--- src/rtl/e1_tx_framer.sv ---
// rtl/e1_tx_framer.sv - E1 transmit framer: TS0 FAS/NFAS/CRC4 generation and bit serialization
//
// Ports:
//   clk, rst         system clock, synchronous active-high reset
//   tick_i           line bit strobe, one clk wide, at least 3 clk apart
//   in_req_o         one-clk pulse requesting the payload byte at in_frame_o/in_ts_o
//   in_frame_o       frame (0..15) of the requested byte
//   in_ts_o          timeslot of the requested byte
//   in_first_o       requested byte is the first one of a multiframe
//   in_data_i        requested byte, sampled the clk after in_req_o
//   out_bit_o        line bit, MSB of each timeslot first
//   out_valid_o      one-clk pulse, out_bit_o has just been updated
//   out_mf_first_o   with out_valid_o: bit is TS0 bit 1 of frame 0
//   ctrl_mode_mf_i   1: CRC4 multiframe, 0: plain double-frame
//   ctrl_alarm_i     A bit (NFAS bit 3)
//   ctrl_sa_i        Sa4..Sa8 (NFAS bits 4..8), ctrl_sa_i[4] = Sa4
//   ctrl_e_i         E bits, ctrl_e_i[1] in frame 13, ctrl_e_i[0] in frame 15

// Serial CRC-4, x^4 + x + 1, MSB first. crc_next_o is the remainder after
// absorbing bit_i; clr_i restarts the register on the same enable.
module e1_crc4 (
   input  logic       clk,
   input  logic       rst,
   input  logic       en_i,
   input  logic       clr_i,
   input  logic       bit_i,
   output logic [3:0] crc_next_o
);
   logic [3:0] crc_q, crc_d;
   logic       fb;

   always_comb begin
      fb         = crc_q[3] ^ bit_i;
      crc_next_o = {crc_q[2:0], 1'b0} ^ (fb ? 4'h3 : 4'h0);
      crc_d      = crc_q;
      if (en_i) crc_d = clr_i ? 4'h0 : crc_next_o;
   end

   always_ff @(posedge clk) begin
      if (rst) crc_q <= 4'h0;
      else     crc_q <= crc_d;
   end
endmodule

module e1_tx_framer #(
   parameter bit TS0_TRANSPARENT = 1'b0
) (
   input  logic       clk,
   input  logic       rst,
   input  logic       tick_i,
   output logic       in_req_o,
   output logic [3:0] in_frame_o,
   output logic [4:0] in_ts_o,
   output logic       in_first_o,
   input  logic [7:0] in_data_i,
   output logic       out_bit_o,
   output logic       out_valid_o,
   output logic       out_mf_first_o,
   input  logic       ctrl_mode_mf_i,
   input  logic       ctrl_alarm_i,
   input  logic [4:0] ctrl_sa_i,
   input  logic [1:0] ctrl_e_i
);
   // Position is that of the bit the next tick will send.
   logic [3:0] frame_q, frame_d;
   logic [4:0] ts_q, ts_d;
   logic [2:0] bit_q, bit_d;
   logic [7:0] shreg_q, shreg_d;
   logic [7:0] next_byte_q, next_byte_d;
   logic       out_bit_q, out_bit_d;
   logic       out_valid_q, out_valid_d;
   logic       out_mf_first_q, out_mf_first_d;
   logic       in_req_q, in_req_d;
   logic [3:0] in_frame_q, in_frame_d;
   logic [4:0] in_ts_q, in_ts_d;
   logic       in_first_q, in_first_d;
   logic       cap_q, cap_d;
   logic       boot_q, boot_d;
   logic [3:0] crc_smf_q, crc_smf_d;
   logic       mode_mf_q, mode_mf_d;

   logic       byte_end, frame_end, crc_clr, crc_bit, c_bit, mf_bit;
   logic [3:0] nf, crc_next, crc_sel, req_frame;
   logic [4:0] req_ts, first_ts;
   logic       req_ok;
   logic [7:0] ts0_byte;

   // C-bit positions enter the CRC as zero.
   assign crc_bit = (ts_q == 5'd0 && bit_q == 3'd0 && !frame_q[0]) ? 1'b0 : shreg_q[7];

   e1_crc4 u_crc4 (
      .clk        (clk),
      .rst        (rst),
      .en_i       (tick_i),
      .clr_i      (crc_clr),
      .bit_i      (crc_bit),
      .crc_next_o (crc_next)
   );

   // TS0 of the next frame is built on the tick that sends the last bit of
   // the current frame; at an SMF boundary that bit completes the CRC, so C1
   // comes straight from crc_next and the register restarts for the new SMF.
   always_comb begin
      byte_end  = tick_i && (bit_q == 3'd7);
      frame_end = byte_end && (ts_q == 5'd31);
      nf        = frame_q + 4'd1;
      crc_clr   = frame_end && (nf[2:0] == 3'd0);
      crc_sel   = crc_clr ? crc_next : crc_smf_q;
      crc_smf_d = crc_clr ? crc_next : crc_smf_q;
      mode_mf_d = (frame_end && nf == 4'd0) ? ctrl_mode_mf_i : mode_mf_q;
      c_bit     = crc_sel[2'd3 - nf[2:1]];
      case (nf[3:1])
         3'd2, 3'd4, 3'd5: mf_bit = 1'b1;
         3'd6:             mf_bit = ctrl_e_i[1];
         3'd7:             mf_bit = ctrl_e_i[0];
         default:          mf_bit = 1'b0;
      endcase
      if (TS0_TRANSPARENT)
         ts0_byte = {(mode_mf_d && !nf[0]) ? c_bit : next_byte_q[7], next_byte_q[6:0]};
      else if (nf[0])
         ts0_byte = {mode_mf_d ? mf_bit : 1'b1, 1'b1, ctrl_alarm_i, ctrl_sa_i};
      else
         ts0_byte = {mode_mf_d ? c_bit : 1'b1, 7'b0011011};
   end

   // Byte requests run two timeslots ahead of the serializer.
   always_comb begin
      req_ts     = ts_q + 5'd2;
      req_frame  = (ts_q >= 5'd30) ? nf : frame_q;
      req_ok     = (req_ts != 5'd0) || TS0_TRANSPARENT;
      first_ts   = TS0_TRANSPARENT ? 5'd0 : 5'd1;
      in_req_d   = 1'b0;
      in_frame_d = in_frame_q;
      in_ts_d    = in_ts_q;
      in_first_d = in_first_q;
      boot_d     = 1'b0;
      if (boot_q) begin
         in_req_d   = 1'b1;
         in_frame_d = 4'd0;
         in_ts_d    = 5'd1;
         in_first_d = 1'b1;
      end else if (byte_end && req_ok) begin
         in_req_d   = 1'b1;
         in_frame_d = req_frame;
         in_ts_d    = req_ts;
         in_first_d = (req_frame == 4'd0) && (req_ts == first_ts);
      end
      cap_d       = in_req_q;
      next_byte_d = cap_q ? in_data_i : next_byte_q;
   end

   always_comb begin
      frame_d        = frame_q;
      ts_d           = ts_q;
      bit_d          = bit_q;
      shreg_d        = shreg_q;
      out_bit_d      = out_bit_q;
      out_valid_d    = tick_i;
      out_mf_first_d = tick_i && frame_q == 4'd0 && ts_q == 5'd0 && bit_q == 3'd0;
      if (tick_i) begin
         out_bit_d = shreg_q[7];
         bit_d     = bit_q + 3'd1;
         if (byte_end) begin
            ts_d    = ts_q + 5'd1;
            shreg_d = (ts_q == 5'd31) ? ts0_byte : next_byte_q;
            if (ts_q == 5'd31) frame_d = nf;
         end else begin
            shreg_d = {shreg_q[6:0], 1'b0};
         end
      end
   end

   always_ff @(posedge clk) begin
      if (rst) begin
         frame_q        <= 4'd0;
         ts_q           <= 5'd0;
         bit_q          <= 3'd0;
         shreg_q        <= 8'h9B;  // frame 0 FAS, double-frame mode
         next_byte_q    <= 8'h00;
         out_bit_q      <= 1'b0;
         out_valid_q    <= 1'b0;
         out_mf_first_q <= 1'b0;
         in_req_q       <= 1'b0;
         in_frame_q     <= 4'd0;
         in_ts_q        <= 5'd0;
         in_first_q     <= 1'b0;
         cap_q          <= 1'b0;
         boot_q         <= 1'b1;
         crc_smf_q      <= 4'h0;
         mode_mf_q      <= 1'b0;
      end else begin
         frame_q        <= frame_d;
         ts_q           <= ts_d;
         bit_q          <= bit_d;
         shreg_q        <= shreg_d;
         next_byte_q    <= next_byte_d;
         out_bit_q      <= out_bit_d;
         out_valid_q    <= out_valid_d;
         out_mf_first_q <= out_mf_first_d;
         in_req_q       <= in_req_d;
         in_frame_q     <= in_frame_d;
         in_ts_q        <= in_ts_d;
         in_first_q     <= in_first_d;
         cap_q          <= cap_d;
         boot_q         <= boot_d;
         crc_smf_q      <= crc_smf_d;
         mode_mf_q      <= mode_mf_d;
      end
   end

   assign in_req_o       = in_req_q;
   assign in_frame_o     = in_frame_q;
   assign in_ts_o        = in_ts_q;
   assign in_first_o     = in_first_q;
   assign out_bit_o      = out_bit_q;
   assign out_valid_o    = out_valid_q;
   assign out_mf_first_o = out_mf_first_q;
endmodule

--- config.mk ---
export PLATFORM = sky130hd
export DESIGN_NAME = e1_tx_framer
export DESIGN_NICKNAME = d
export VERILOG_FILES = /design/src/rtl/e1_tx_framer.sv
export SDC_FILE = /design/constraint.sdc
export NUM_CORES = 1
export LEC_CHECK = 0
export CAP_MARGIN = 20
export CORE_MARGIN = 3
export CORE_UTILIZATION = 40
export DETAILED_ROUTE_END_ITERATION = 7
export MAX_ROUTING_LAYER = met4
export PLACE_DENSITY = 0.66
export SYNTH_ARGS = -nofsm -noshare
export SYNTH_HDL_FRONTEND = slang
export SYNTH_SLANG_ARGS = --single-unit
--- constraint.sdc ---
create_clock -name clk -period 4.1 [get_ports clk]
set_input_delay 0.41 -clock clk [delete_from_list [all_inputs] [get_ports clk]]
set_output_delay 0.41 -clock clk [all_outputs]
set_load 0.02 [all_outputs]
[Yosys cells after proc, flatten, opt, wreduce, memory -nomap -nowiden]
Index checks and enable logic that the tools add are counted.
Storage, ports and cells
  output and inout port bits: 14
  register bits: 53
Operators by class
  bitwise gates (word level): 2
  equal/unequal tests: 8
  mux-type cells: 21
  add/subtract/negate cells: 5
  reduce and logical (&&, ||, !) cells: 24
  $lt $le $gt $ge: 2
Operators by type and width (number)
  $mux 8: 3
  $eq 3x3->1 const B: 5
  $logic_not 4->1: 3
  $mux 1: 12
  $mux 4: 3
  $logic_and 1x1->1: 11
  $logic_not 3->1: 2
  $add 5x1->5 const B: 1
  $add 5x2->5 const B: 1
  $eq 5x1->1 const B: 1
  $eq 5x5->1 const B: 1
  $ge 5x5->1 const B: 1
  $logic_not 5->1: 1
  $reduce_bool 5->1: 1
  $add 4x1->4 const B: 1
  $xor 4x4->4: 1
  $add 3x1->3 const B: 1
  $eq 3x2->1 const B: 1
  $lt 2x3->1 const B: 1
  $pmux 1 s3: 1
  $reduce_and 3->1: 1
  $reduce_or 3->1: 1
  $bmux 1 s2: 1
  $mux 2: 1
  other kinds (6): 6

[Depth between registers and ports, before layout]
  depth in word-level cells: 14
  mapped depth: 9
  gate-level depth less buffers: 8

[Modules after synthesis]
A second synthesis with hierarchy kept.
Second synthesis, totals
  cell total of the unflattened synthesis: 297
  area total of the unflattened synthesis: 2688.8 sq um
Modules (own cells, without submodules)
  e1_tx_framer: cells each 275, area each 2471.1 sq um, seq. area each 980.9 sq um, instances 1
  e1_crc4: cells each 22, area each 217.7 sq um, seq. area each 80.1 sq um, instances 1

[Worst setup path before layout]
Ideal clock, no wire load.
  path type: flip-flop to flip-flop
  start point: register ts_q[1]
  end point: register shreg_q[7]
  cell stages (with the launch flop): 10
  setup time: 0.123 ns
  setup slack: 2.116 ns
  data arrival time: 1.861 ns
  data required time: 3.977 ns
  period minus slack after synthesis: 1.984 ns
  path through: dfxtp_1 > ha_1 > and3_2 > ha_1 > nand4_1 > or2_2 > buf_4 > mux2i_1 > o221ai_1 > a21oi_1
Between the ends
  longest elaborated chain between the ends: 14
  elaborated cells between the ends (all ways): 20
  those cells by class: eq/ne: 1; mux: 11; bitwise: 2; reduce/logical: 6
Ends and longest elaborated chain
  start, declared: RTL line 66  | logic [4:0] ts_q, ts_d;
  start signal, assigned: RTL line 193  | ts_q <= ts_d;
  $logic_not 5->1: RTL line 89  | assign crc_bit = (ts_q == 5'd0 && bit_q == 3'd0 && !frame_q[0]) ? 1'b0 : shreg_q[7];
  $logic_and 1x1->1 (2 in a row): RTL line 89
  $mux 1: RTL line 89
  $xor 1x1->1: RTL line 33  | fb = crc_q[3] ^ bit_i;
  $mux 2: RTL line 34  | crc_next_o = {crc_q[2:0], 1'b0} ^ (fb ? 4'h3 : 4'h0);
  $xor 4x4->4: RTL line 34
  $mux 4
  $bmux 1 s2: RTL line 111  | c_bit = crc_sel[2'd3 - nf[2:1]];
  $mux 1 (not written as such): RTL line 111
  $mux 1: RTL line 123  | ts0_byte = {mode_mf_d ? c_bit : 1'b1, 7'b0011011};
  $mux 8: RTL line 120  | else if (nf[0])
  $mux 8 *: RTL line 165  | shreg_d = (ts_q == 5'd31) ? ts0_byte : next_byte_q;
  $mux 8 *: RTL line 163  | if (byte_end) begin
  end signal, assigned: RTL line 195  | shreg_q <= shreg_d;
  end, declared: RTL line 68  | logic [7:0] shreg_q, shreg_d;
Every way passes the cells marked *; elsewhere a longest branch is shown, timed or not. The select of a mux whose other input is x is not followed.
A chain may end at the register's enable or synchronous reset.

[Worst setup path in the final report]
  start point: register bit_q[0]
  end point: register in_first_q (netlist: in_first_o)
Between the ends
  longest elaborated chain between the ends: 4
Ends and longest elaborated chain
  start, declared: RTL line 67  | logic [2:0] bit_q, bit_d;
  start signal, assigned: RTL line 194  | bit_q <= bit_d;
  $eq 3x3->1: RTL line 104  | byte_end = tick_i && (bit_q == 3'd7);
  $logic_and 1x1->1: RTL line 104
  $logic_and 1x1->1: RTL line 142  | end else if (byte_end && req_ok) begin
  $reduce_bool 2->1 (no source line)
  end signal, assigned: RTL line 203  | in_first_q <= in_first_d;
  end, declared: RTL line 76  | logic in_first_q, in_first_d;
Every way passes these cells.

==> impl_results.md <==
- Status: complete, no violations
- Leakage power: roughly 1.1 nW
- CTS root buffer: clkbuf_8
- Synth-to-layout area growth: 15.8%
- GPL Wtd Cong: 0.812
- Via count: 2,060
- Actual slew at the worst max-slew pin: just over 900 ps
- PostCTS Resize Cnt: 0
- Row cnt: 29
- Core footprint: 0.00639 sq mm
- DR vias/cell: 5.18
- Ant. Diodes: 0
- Final Hold Fails: 0
- GRT overflow: 0
- DRT Wirelength: about 5.3 mm
- Syn_area_per_cell: between 8 and 9 sq um
- Die height: 87.4 um
- Worst setup EP type: flip-flop
- Largest net degree at the start of global routing: 25
- Post-Syn Instances: 298
- Vias in the first global route: ~2,100
- Slowest CP cell: a211oi_4
- Register area share after synthesis: around 40%
- Die W: 87.4 um
- Power Total: 0.000918 W
- Fraction of layout instances using a drive strength above 1: 7.48%
- Setup_tns: 0 ps
- Num CTS Buffers: 5
- Initial core utilization: around two fifths
- WS Path Type: reg -> reg
- Crit-path cells: ha_1 > ha_1 > nand2_1 > a211oi_4 > o22ai_1 > a31o_1
- Worst rel slew slack: 38.0%
- Max Freq: approximately 400 MHz
- Post-route minimum period: 2490 ps
- Postcts setup bufs: 0
- DRT antenna net count: 0
- Element type at the critical path start: flip-flop
- Max-Cap Viols: 0
- Min-Delay Path Depth: 2
- Family with the most delay on the worst path: compound AO/OA/AOI/OAI gates
- Synth Cell Area: between 0.002 and 0.003 sq mm
- GRT Total Usage: 15.8%
- Clock H-tree levels: 2
- CP bufs+invs: 0
- Reg2Reg Capture Point: in_first_o
- CP Data Required Time: 4300 ps
- Nets: between 300 and 400
- #FFs+latches synth: 53
- Worst-path clk slew: 90 ps
- RSZ-0062 raised after global routing: false
- Most used DFF post-synth: dfxtp_1
- CTS tree: yes
- Tcrit/Tclk final: 60.7%
- Hold wc startpoint: crc_smf_q[1]
- Max-slew violations: 0
- Synth cell types: 45
- Ys async rst share: 0%
- Hold Crit Class: reg -> reg
- Number of remaining DRC errors: 0
- Post-CTS Hold Buffers: 0
- Clock Skew: ~6.4 ps
- Buffers added on ports: 33
- Die area: 0.00763 sq mm
- Crit Path Max Fanout: 18
- # setup viols final: 0
- Worst reg2reg path startpoint: bit_q[0]
- Final HPWL DP: 3.87 mm
- CP max stage delay: 760 ps
- Top Ports: 34
- Iter 0 DRT Violations: 121
- Worst min-delay path endpoint: crc_smf_q[1]
- Most common cell on crit path: ha_1
- Pre-Repair DR Iteration Count: 4
- Per-cell routed wire length: 13.3 um
- First-pass GRT wire length: 9.57 mm
- Antenna violations before repair: 0
- Filler Cell Count: 624
- Syn. warnings: 0
- Worst reg-to-reg path cell count: 6
- Critical Path AT: around 2700 ps
- Syn Nets: 329
- Cell Pwr Density: 299 mW/mm^2
- VDD IR max: between 0.00015 and 0.0002 V
- CTS Sinks: 53
- Clock Latency Late Sink: about 300 ps
- R2r setup slk: 1610 ps
- EDFF count, synth: 0
- Deepest clock path buffer count: 2
## tightest hold or removal path, stage by stage (launching register included)
cell and delay [ps]:
dfxtp_1 320, nand2_1 50, a21oi_1 50
## layout make-up
cell class | instances | area, sq um | area share (%)
timing repair buffer | 36 | 353 | 11.5
inverter | 11 | 41.3 | 1.35
multi-input combinational | 213 | 1440 | 46.8
sequential | 53 | 1060 | 34.6
clock buffer | 8 | 80.1 | 2.61
tap | 77 | 96.3 | 3.14
## stage by stage
stage | setup WS, ps | instances | cell area [sq um] | hold WS [ps] | util, %
final | 1610 | 398 | 3070 | 467 | 48.0
after global routing | 1370 | 398 | 3070 | 495 | 48.0
after CTS | 1600 | 398 | 3070 | 468 | 48.0
after detailed placement | 1520 | 390 | 2990 | 451 | 46.8
after global placement | 1570 | 390 | 2990 | 444 | 46.8
after floorplan | 2120 | 298 | 2650 | 434 | -
## kinds of logic (layout without fill, tap and decap cells)
group | count (synthesis) | count (layout) | synth area share [%]
fa+ha+maj | 11 | 11 | 5.20
mux | 21 | 21 | 7.94
xor+xnor | 16 | 16 | 5.86
flops | 53 | 53 | 40.1
buf+inv | 32 | 55 | 5.76
simple gates | 108 | 108 | 19.6
compound gates | 57 | 57 | 15.6
## Yosys cell counts (2+ instances only)
cell type  number  area (sq um)
o21ai_0         9          45.0
buf_1           3          11.3
o22ai_1         3          18.8
a21oi_1        21           105
or2_2           3          18.8
nor3_1          2          10.0
xor2_1          8          70.1
mux2i_1        21           210
clkbuf_1        9          33.8
ha_1           11           138
inv_1          11          41.3
or3_1           2          12.5
nand3_1        14          70.1
a211o_1         3          26.3
xnor2_1         7          61.3
o221ai_1        5          43.8
buf_6           3          33.8
nor2_1         39           146
nand4_1         2          12.5
dfxtp_1        53          1060
nor2_2          2          12.5
nand2b_1        8          50.1
buf_2           5          25.0
a311oi_2        2          30.0
a211oi_2        4          50.1
a311oi_1        2          17.5
a211oi_1        2          15.0
nand2_1        27           101
## cells in the final DEF, fill, tap and decap left out, types with 4 or more instances in the layout
| master | count |
|---|---|
| a211oi_2 | 4 |
| a21oi_1 | 21 |
| clkbuf_8 | 5 |
| clkdlybuf4s50_1 | 33 |
| dfxtp_1 | 53 |
| ha_1 | 11 |
| inv_1 | 11 |
| mux2i_1 | 21 |
| nand2_1 | 27 |
| nand2b_1 | 8 |
| nand3_1 | 14 |
| nor2_1 | 39 |
| o21ai_0 | 9 |
| o221ai_1 | 5 |
| xnor2_1 | 7 |
| xor2_1 | 8 |
## worst max-delay path by stage
stage	from	to	slack, ps	depth (start not counted)
4_1_cts	bit_q[0]	in_first_o	1600	6
5_1_grt	bit_q[0]	in_first_o	1370	6
3_3_place_gp	tick_i	in_first_o	1570	6
6_report	bit_q[0]	in_first_o	1610	6
3_5_place_dp	tick_i	in_first_o	1520	6
2_1_floorplan	ts_q[1]	shreg_q[7]	2120	9
## state kept, by name (all words and copies together) (netlist names), 3 cells and up
signal        cells
in_ts_o           5
shreg_q           8
frame_q           4
bit_q             3
next_byte_q       8
ts_q              5
crc_smf_q         4
u_crc4.crc_q      4
in_frame_o        4
## metal layers
metal | GRT usage [%] | wire length (um) | vias to the layer above | part of all wire (%)
li1 | - | - | 1070 | -
met1 | 21.2 | 2610 | 940 | 49
met2 | 24.8 | 2400 | 46 | 45
met3 | 3.12 | 249 | 4 | 4.7
met4 | 3.49 | 38 | 0 | 0.72
met5 | - | 0 | - | 0
## report_power, final
group          switching (W)  total (W)  internal [W]
clock network       0.000162   0.000283      0.000122
registers          0.0000123   0.000545      0.000532
logic              0.0000414  0.0000897     0.0000484
total               0.000215   0.000918      0.000702
(Power assumes the default switching activity.)
